### src/rtl/regfile_decoded.sv
`default_nettype none
// ============================================================================
//  Module      : regfile_decoded
//  Description : 32 x WIDTH general-purpose register file. One synchronous
//                write port gated by a 5-to-32 one-hot select, two
//                combinational read ports, register 0 hardwired to zero,
//                optional same-cycle write-to-read forwarding.
//  Revision    : 1.0 - initial release
// ============================================================================
module regfile_decoded #(
  parameter int WIDTH  = 32,
  parameter bit BYPASS = 1'b0
) (
  input  logic             clock,
  input  logic             ctrl_reset,
  input  logic             ctrl_writeEnable,
  input  logic [4:0]       ctrl_writeReg,
  input  logic [4:0]       ctrl_readRegA,
  input  logic [4:0]       ctrl_readRegB,
  input  logic [WIDTH-1:0] data_writeReg,
  output logic [WIDTH-1:0] data_readRegA,
  output logic [WIDTH-1:0] data_readRegB
);

  // Read view of the whole file; entry 0 is a constant zero, not storage.
  logic [31:0][WIDTH-1:0] reg_view;

  assign reg_view[0] = '0;

  // Registers 1..31: each has its own decoded select and enabled flop.
  for (genvar i = 1; i < 32; i++) begin : g_reg
    logic             sel;
    logic             wr_en;
    logic [WIDTH-1:0] q;

    assign sel   = (ctrl_writeReg == 5'(i));
    assign wr_en = sel & ctrl_writeEnable & ~ctrl_reset;

    // Synchronous clear has priority; otherwise load only when selected.
    always_ff @(posedge clock) begin
      if (ctrl_reset) begin
        q <= '0;
      end else if (wr_en) begin
        q <= data_writeReg;
      end
    end

    assign reg_view[i] = q;
  end

  // Forwarding is qualified exactly like a real write, so a write to r0
  // or one that coincides with reset never leaks onto the read ports.
  logic write_live;
  logic fwd_a;
  logic fwd_b;

  assign write_live = ctrl_writeEnable & ~ctrl_reset & (ctrl_writeReg != 5'd0);
  assign fwd_a      = BYPASS & write_live & (ctrl_writeReg == ctrl_readRegA);
  assign fwd_b      = BYPASS & write_live & (ctrl_writeReg == ctrl_readRegB);

  // Combinational 32:1 read muxes with optional forwarding override.
  always_comb begin
    data_readRegA = reg_view[ctrl_readRegA];
    data_readRegB = reg_view[ctrl_readRegB];
    if (fwd_a) begin
      data_readRegA = data_writeReg;
    end
    if (fwd_b) begin
      data_readRegB = data_writeReg;
    end
  end

endmodule
`default_nettype wire

### config.mk
export PLATFORM = sky130hd
export DESIGN_NAME = regfile_decoded
export DESIGN_NICKNAME = d
export VERILOG_FILES = /design/src/rtl/regfile_decoded.sv
export SDC_FILE = /design/constraint.sdc
export NUM_CORES = 2
export LEC_CHECK = 0
export ABC_AREA = 1
export CORE_MARGIN = 10
export CORE_UTILIZATION = 47
export DETAILED_ROUTE_END_ITERATION = 6
export PLACE_DENSITY = 0.63
export SYNTH_ARGS = -nofsm -noshare
export SYNTH_HDL_FRONTEND = slang
export SYNTH_SLANG_ARGS = --single-unit
export TNS_END_PERCENT = 50
### constraint.sdc
create_clock -name clock -period 1.9 [get_ports clock]
set_input_delay 0.38 -clock clock [delete_from_list [all_inputs] [get_ports clock]]
set_output_delay 0.38 -clock clock [all_outputs]
set_load 0.02 [all_outputs]
Word-level counts from Yosys, hierarchy flattened:

Cells that the tools add are included.

* word-level logic and storage cells: 131
* memory bits (writable): 0
* ROM bits: 0
* input port bits: 50
* memories: 0
* output and inout bits: 64
* register bits after elaboration: 992
* bits in latches: 0

* div/mod/pow operators: 0
* add/subtract/negate cells: 0
* eq/ne operators: 31
* reduce and logical (&&, ||, !) cells: 0
* bitwise logic cells: 63
* shifts and indexed selects: 0
* magnitude comparators: 2
* $mul: 0
* mux-type cells: 4

Operator list (count)
* binary-select mux 32 bit (select 5 bit): 2
* == test 5 bit, second input constant: 16
* 2-to-1 mux 32 bit: 2
* bitwise AND 1 bit: 62
* == test 5 x 4 -> 1 bit, second input constant: 8
* == test 5 x 3 -> 1 bit, second input constant: 4
* < comparator 5 x 6 -> 1 bit, second input constant: 2
* == test 5 x 2 -> 1 bit, second input constant: 2
* == test 5 x 1 -> 1 bit, second input constant: 1
* NOT 1 bit: 1

Longest topological paths before layout:

* depth in word-level cells: 3
* depth in mapped cells: 13
* gate-level depth less buffers: 9

Worst setup path before layout:

No wires, ideal clock.

* kind: input -> output
* start point: in ctrl_readRegB[1]
* end point: out data_readRegB[13]
* arrival time: 1527 ps
* path slack: -7 ps
* required time: 1520 ps
* path buffers: 3
* stages: 10
* path through: buf_2 > inv_1 > buf_4 > clkbuf_1 > nand3_1 > nand3_1 > nand3_1 > nand2_1 > nand2_1 > nand2_1

* longest elaborated chain between the ends: 2

RTL lines
* from (decl): RTL line 19 `input logic [4:0] ctrl_readRegB,`
* binary-select mux 32 bit (select 5 bit): RTL line 64 `data_readRegB = reg_view[ctrl_readRegB];`
* 2-to-1 mux 32 bit (not written as such): RTL line 64
* to (decl): RTL line 22 `output logic [WIDTH-1:0] data_readRegB`

No other way between the ends. The select of a mux whose other input is x is not followed.

Worst setup path after layout:

* start point: in ctrl_readRegA[1]
* end point: out data_readRegA[0]

* longest elaborated chain between the ends: 2

RTL lines
* from (decl): RTL line 18 `input logic [4:0] ctrl_readRegA,`
* binary-select mux 32 bit (select 5 bit): RTL line 63 `data_readRegA = reg_view[ctrl_readRegA];`
* 2-to-1 mux 32 bit (not written as such): RTL line 63
* to (decl): RTL line 21 `output logic [WIDTH-1:0] data_readRegA,`

No other way between the ends. The select of a mux whose other input is x is not followed.

==> flow_results.xml <==
<?xml version="1.0" encoding="UTF-8"?>
<metrics>
  <group name="floorplanning">
    <metric name="die-width" unit="um">361</metric>
    <metric name="floorplan.die.height" unit="um">361</metric>
    <metric name="design.core.area" unit="mm2">0.115</metric>
    <metric name="floorplan.rows" unit="">124</metric>
    <metric name="dieArea" unit="mm2">0.130</metric>
    <metric name="floorplan.initialDensity" unit="">0.475</metric>
    <metric name="io-pin-count" unit="">114</metric>
  </group>
  <group name="cells_and_area">
    <metric name="drive_gt1_frac" unit="">0.239</metric>
    <metric name="top_register" unit="">g.q</metric>
    <metric name="area_growth_syn_to_layout" unit="%">31.0</metric>
    <metric name="reg.largest.list" unit="">g.q x992</metric>
    <metric name="final_cell_count_no_fill" unit="">11000</metric>
    <metric name="fin_nets" unit="">9390</metric>
    <metric name="max_ffs_per_register" unit="">992</metric>
    <metric name="finalInstanceArea" unit="mm2">0.0714</metric>
    <metric name="share_of_the_core_filled_with_cells" unit="">0.622</metric>
  </group>
  <group name="detailed_routing">
    <metric name="route.detailed.drc" unit="">9</metric>
    <metric name="finalWirelength" unit="um">263000</metric>
    <metric name="detail_route.vias_per_cell" unit="">6.04</metric>
    <metric name="first_pass_iters" unit="">7</metric>
    <metric name="antenna_left" unit="">0</metric>
    <metric name="detail_route.iter0.violations" unit="">10400</metric>
    <metric name="detail_route.wl_per_cell" unit="um">24.0</metric>
    <metric name="dr_total_vias" unit="">66100</metric>
  </group>
  <group name="sta">
    <metric name="final_period_minus_worst_setup_slack" unit="ns">2.38</metric>
    <metric name="maxClockFrequency" unit="MHz">420</metric>
    <metric name="slew_viol_final" unit="">0</metric>
    <metric name="worst_tran_pin_value" unit="ns">0.582</metric>
    <metric name="final-hold-violation-count" unit="">0</metric>
    <metric name="final.period_utilization" unit="">1.25</metric>
    <metric name="slew-limit-headroom" unit="">0.612</metric>
    <metric name="finalClockSkew" unit="ns">0</metric>
    <metric name="final-setup-viol-count" unit="">64</metric>
    <metric name="worst_setup_margin" unit="ns">-0.479</metric>
    <metric name="rsz0062_at_grt" unit="">yes</metric>
  </group>
  <group name="cts">
    <metric name="clock_sinks" unit="">992</metric>
    <metric name="tritoncts" unit="">yes</metric>
    <metric name="clkSlewWorstSetupHoldPaths" unit="ns">0.06</metric>
    <metric name="cts_max_level" unit="">3</metric>
    <metric name="cts_hold_repair.buffers" unit="">0</metric>
    <metric name="cts.root.buffer_cell" unit="">sky130_fd_sc_hd__clkbuf_16</metric>
    <metric name="cts_max_path_buffers" unit="">3</metric>
    <metric name="numCtsBuffers" unit="">112</metric>
    <metric name="insertion_delay" unit="ns">0.73</metric>
  </group>
  <group name="global_route">
    <metric name="grt_total_usage" unit="">0.377</metric>
    <metric name="grt_use_met3" unit="">0.0894</metric>
    <metric name="grt_pass1_wl" unit="um">383000</metric>
    <metric name="grt_start_max_net_pins" unit="">133</metric>
    <metric name="vias_in_the_first_global_route" unit="">59600</metric>
    <metric name="number_of_antenna_violations_at_the_first_check_in_global_routing" unit="">9</metric>
    <metric name="grt_overflow" unit="">0</metric>
    <metric name="grt_util_met1" unit="">0.498</metric>
    <metric name="grt_util_met2" unit="">0.557</metric>
    <metric name="most_crowded_layer_gr" unit="">met2</metric>
  </group>
  <group name="power">
    <metric name="powerDensity" unit="mW/mm2">764</metric>
    <metric name="largest_voltage_drop_on_the_vdd_net" unit="mV">0.792</metric>
    <metric name="p_leak" unit="nW">30.7</metric>
  </group>
  <group name="logic_synthesis">
    <metric name="synth-edff-count" unit="">0</metric>
    <metric name="avgSynthCellArea" unit="um2">5.98</metric>
    <metric name="synthesis.area" unit="mm2">0.0545</metric>
    <metric name="syn_nets" unit="">9169</metric>
    <metric name="synthCells" unit="">9119</metric>
    <metric name="synth_top_cells_by_area" unit="">sky130_fd_sc_hd__dfxtp_1, sky130_fd_sc_hd__nand2_1, sky130_fd_sc_hd__nand3_1</metric>
    <metric name="synth_flop_cell" unit="">sky130_fd_sc_hd__dfxtp_1</metric>
    <metric name="synth-seq-cells" unit="">992</metric>
    <metric name="yosysTopAreaCellShare" unit="">0.364</metric>
    <metric name="netlist-cell-type-count" unit="">21</metric>
    <metric name="netlist_top_cells_count" unit="">sky130_fd_sc_hd__nand2_1, sky130_fd_sc_hd__nor2_1, sky130_fd_sc_hd__nand3_1</metric>
    <metric name="post-synth-top-area-cell" unit="">sky130_fd_sc_hd__dfxtp_1</metric>
    <metric name="synth_sequential_area_ratio" unit="">0.364</metric>
    <metric name="post-synth-top-count-cell" unit="">sky130_fd_sc_hd__nand2_1</metric>
    <metric name="async_reset_ff_frac" unit="">0</metric>
    <metric name="yosysWarningCount" unit="">0</metric>
  </group>
  <group name="place">
    <metric name="final_gp_congestion" unit="">0.970</metric>
    <metric name="input_output_buffers" unit="">113</metric>
    <metric name="dp_hpwl" unit="um">163000</metric>
    <metric name="placed_cells_incl_taps" unit="">10700</metric>
    <metric name="dpl-instance-area" unit="mm2">0.0627</metric>
  </group>
  <group name="setup_path">
    <metric name="startpoint_type" unit="">input port</metric>
    <metric name="worst_path_largest_cell_delay" unit="ns">0.21</metric>
    <metric name="timing.setup.critical_path_class" unit="">input port to output pin</metric>
    <metric name="cp_cell_sequence" unit="">buf_8 -&gt; buf_12 -&gt; buf_16 -&gt; buf_6 -&gt; nand3_1 -&gt; nand3_1 -&gt; nand2_1 -&gt; nand2_1 -&gt; nand2_2 -&gt; nand2_2 -&gt; nand2_4 -&gt; buf_6</metric>
    <metric name="worstPathArrival" unit="ns">2.00</metric>
    <metric name="crit_path_top_delay_cell" unit="">sky130_fd_sc_hd__buf_12</metric>
    <metric name="timing.critical_path.fanout_max" unit="">13</metric>
    <metric name="critical_path.endpoint_type" unit="">output pin</metric>
    <metric name="worst-endpoint-required" unit="ns">1.52</metric>
  </group>
  <group name="status">
    <metric name="outcome" unit="">finished, violations left</metric>
    <metric name="violations" unit="">DRC, setup timing</metric>
  </group>
  <group name="run">
    <metric name="drv.max_cap_violation_count" unit="">0</metric>
  </group>
  <group name="hold_path">
    <metric name="min_path_type" unit="">register to register</metric>
  </group>
</metrics>
-- report_power, final --
group          internal (mW)  leakage, nW  switching [mW]  total, mW
logic                   3.09         20.4            5.39       8.48
registers               21.0         8.28           0.110       21.1
clock network           15.1         2.01            9.84       25.0
total                   39.2         30.7            15.3       54.5
-- placed cells by master, fill, tap and decap left out, drive strengths merged --
| cell | count |
|---|---|
| nand3 | 1604 |
| nor3 | 2 |
| inv | 238 |
| dfxtp | 992 |
| nand2 | 2644 |
| clkdlybuf4s50 | 39 |
| buf | 865 |
| diode | 3 |
| nor2 | 1628 |
| bufbuf | 9 |
| a21oi | 192 |
| bufinv | 26 |
| o21ai | 992 |
| clkinv | 34 |
| clkbuf | 158 |
| clkinvlp | 12 |
-- metal layers --
| layer | wire length (um) | share of wire | vias to the layer above |
|---|---|---|---|
| met1 | 98400 | 0.37 | 30400 |
| met2 | 109000 | 0.42 | 4901 |
| li1 | - | - | 29800 |
| met3 | 37300 | 0.14 | 1050 |
| met4 | 18200 | 0.069 | 0 |
| met5 | 0 | 0 | - |
-- stage by stage --
stage	setup WS [ns]	power [mW]	hold slack (ns)	setup TNS, ns
floorplan	0.00450	25.2	0.448	0
global placement	-0.925	28.6	0.460	-347.16
detailed placement	-0.934	28.7	0.466	-366.65
CTS	-0.443	53.7	0.456	-24.17
global route	-0.487	55.7	0.478	-25.31
finish	-0.479	54.5	0.460	-22.70
-- final timing paths --
| kind | start | to | slack (ns) | depth (start not counted) |
|---|---|---|---|---|
| max | ctrl_readRegA[1] | data_readRegA[0] | -0.48 | 12 |
| max reg2reg | g_reg[6].q[16]$_SDFFE_PP0P_ | g_reg[6].q[16]$_SDFFE_PP0P_ | 1.03 | 5 |
| min reg2reg | g_reg[2].q[0]$_SDFFE_PP0P_ | g_reg[2].q[0]$_SDFFE_PP0P_ | 0.46 | 2 |
| min | g_reg[2].q[0]$_SDFFE_PP0P_ | g_reg[2].q[0]$_SDFFE_PP0P_ | 0.46 | 2 |
-- area by class of cell --
type / count / area, um2
tap: 1512 / 1890
inverter: 243 / 1020
fill: 10600 / 43400
clock buffer: 144 / 3130
timing repair buffer: 927 / 11600
multi-input combinational: 7062 / 32100
antenna: 3 / 7.51
clock inverter: 65 / 1040
timing repair inverter: 2 / 22.5
sequential: 992 / 20600
-- critical path: cells and delay by family --
| kind | cells | cell delay, ns |
|---|---|---|
| buffers and inverters | 5 | 0.89 |
| AND/OR/NAND/NOR | 7 | 0.69 |
-- kinds of logic (layout without fill, tap and decap cells) --
kind of cell,Yosys count,in the layout,synth area share
buffers and inverters,1065,1381,0.0834
AND/OR/NAND/NOR,5878,5878,0.444
AO/OA/AOI/OAI,1184,1184,0.109
other,0,3,0
flip-flops,992,992,0.364
-- repair_timing --
action                                  CTS  global route
gates cloned                             13            16
pin swaps                               144           197
hold endpoints to repair                  0             0
setup buffers                            24            34
endpoints found under the setup margin   64            64
resized for setup                       840           759
(Power assumes the default switching activity.)
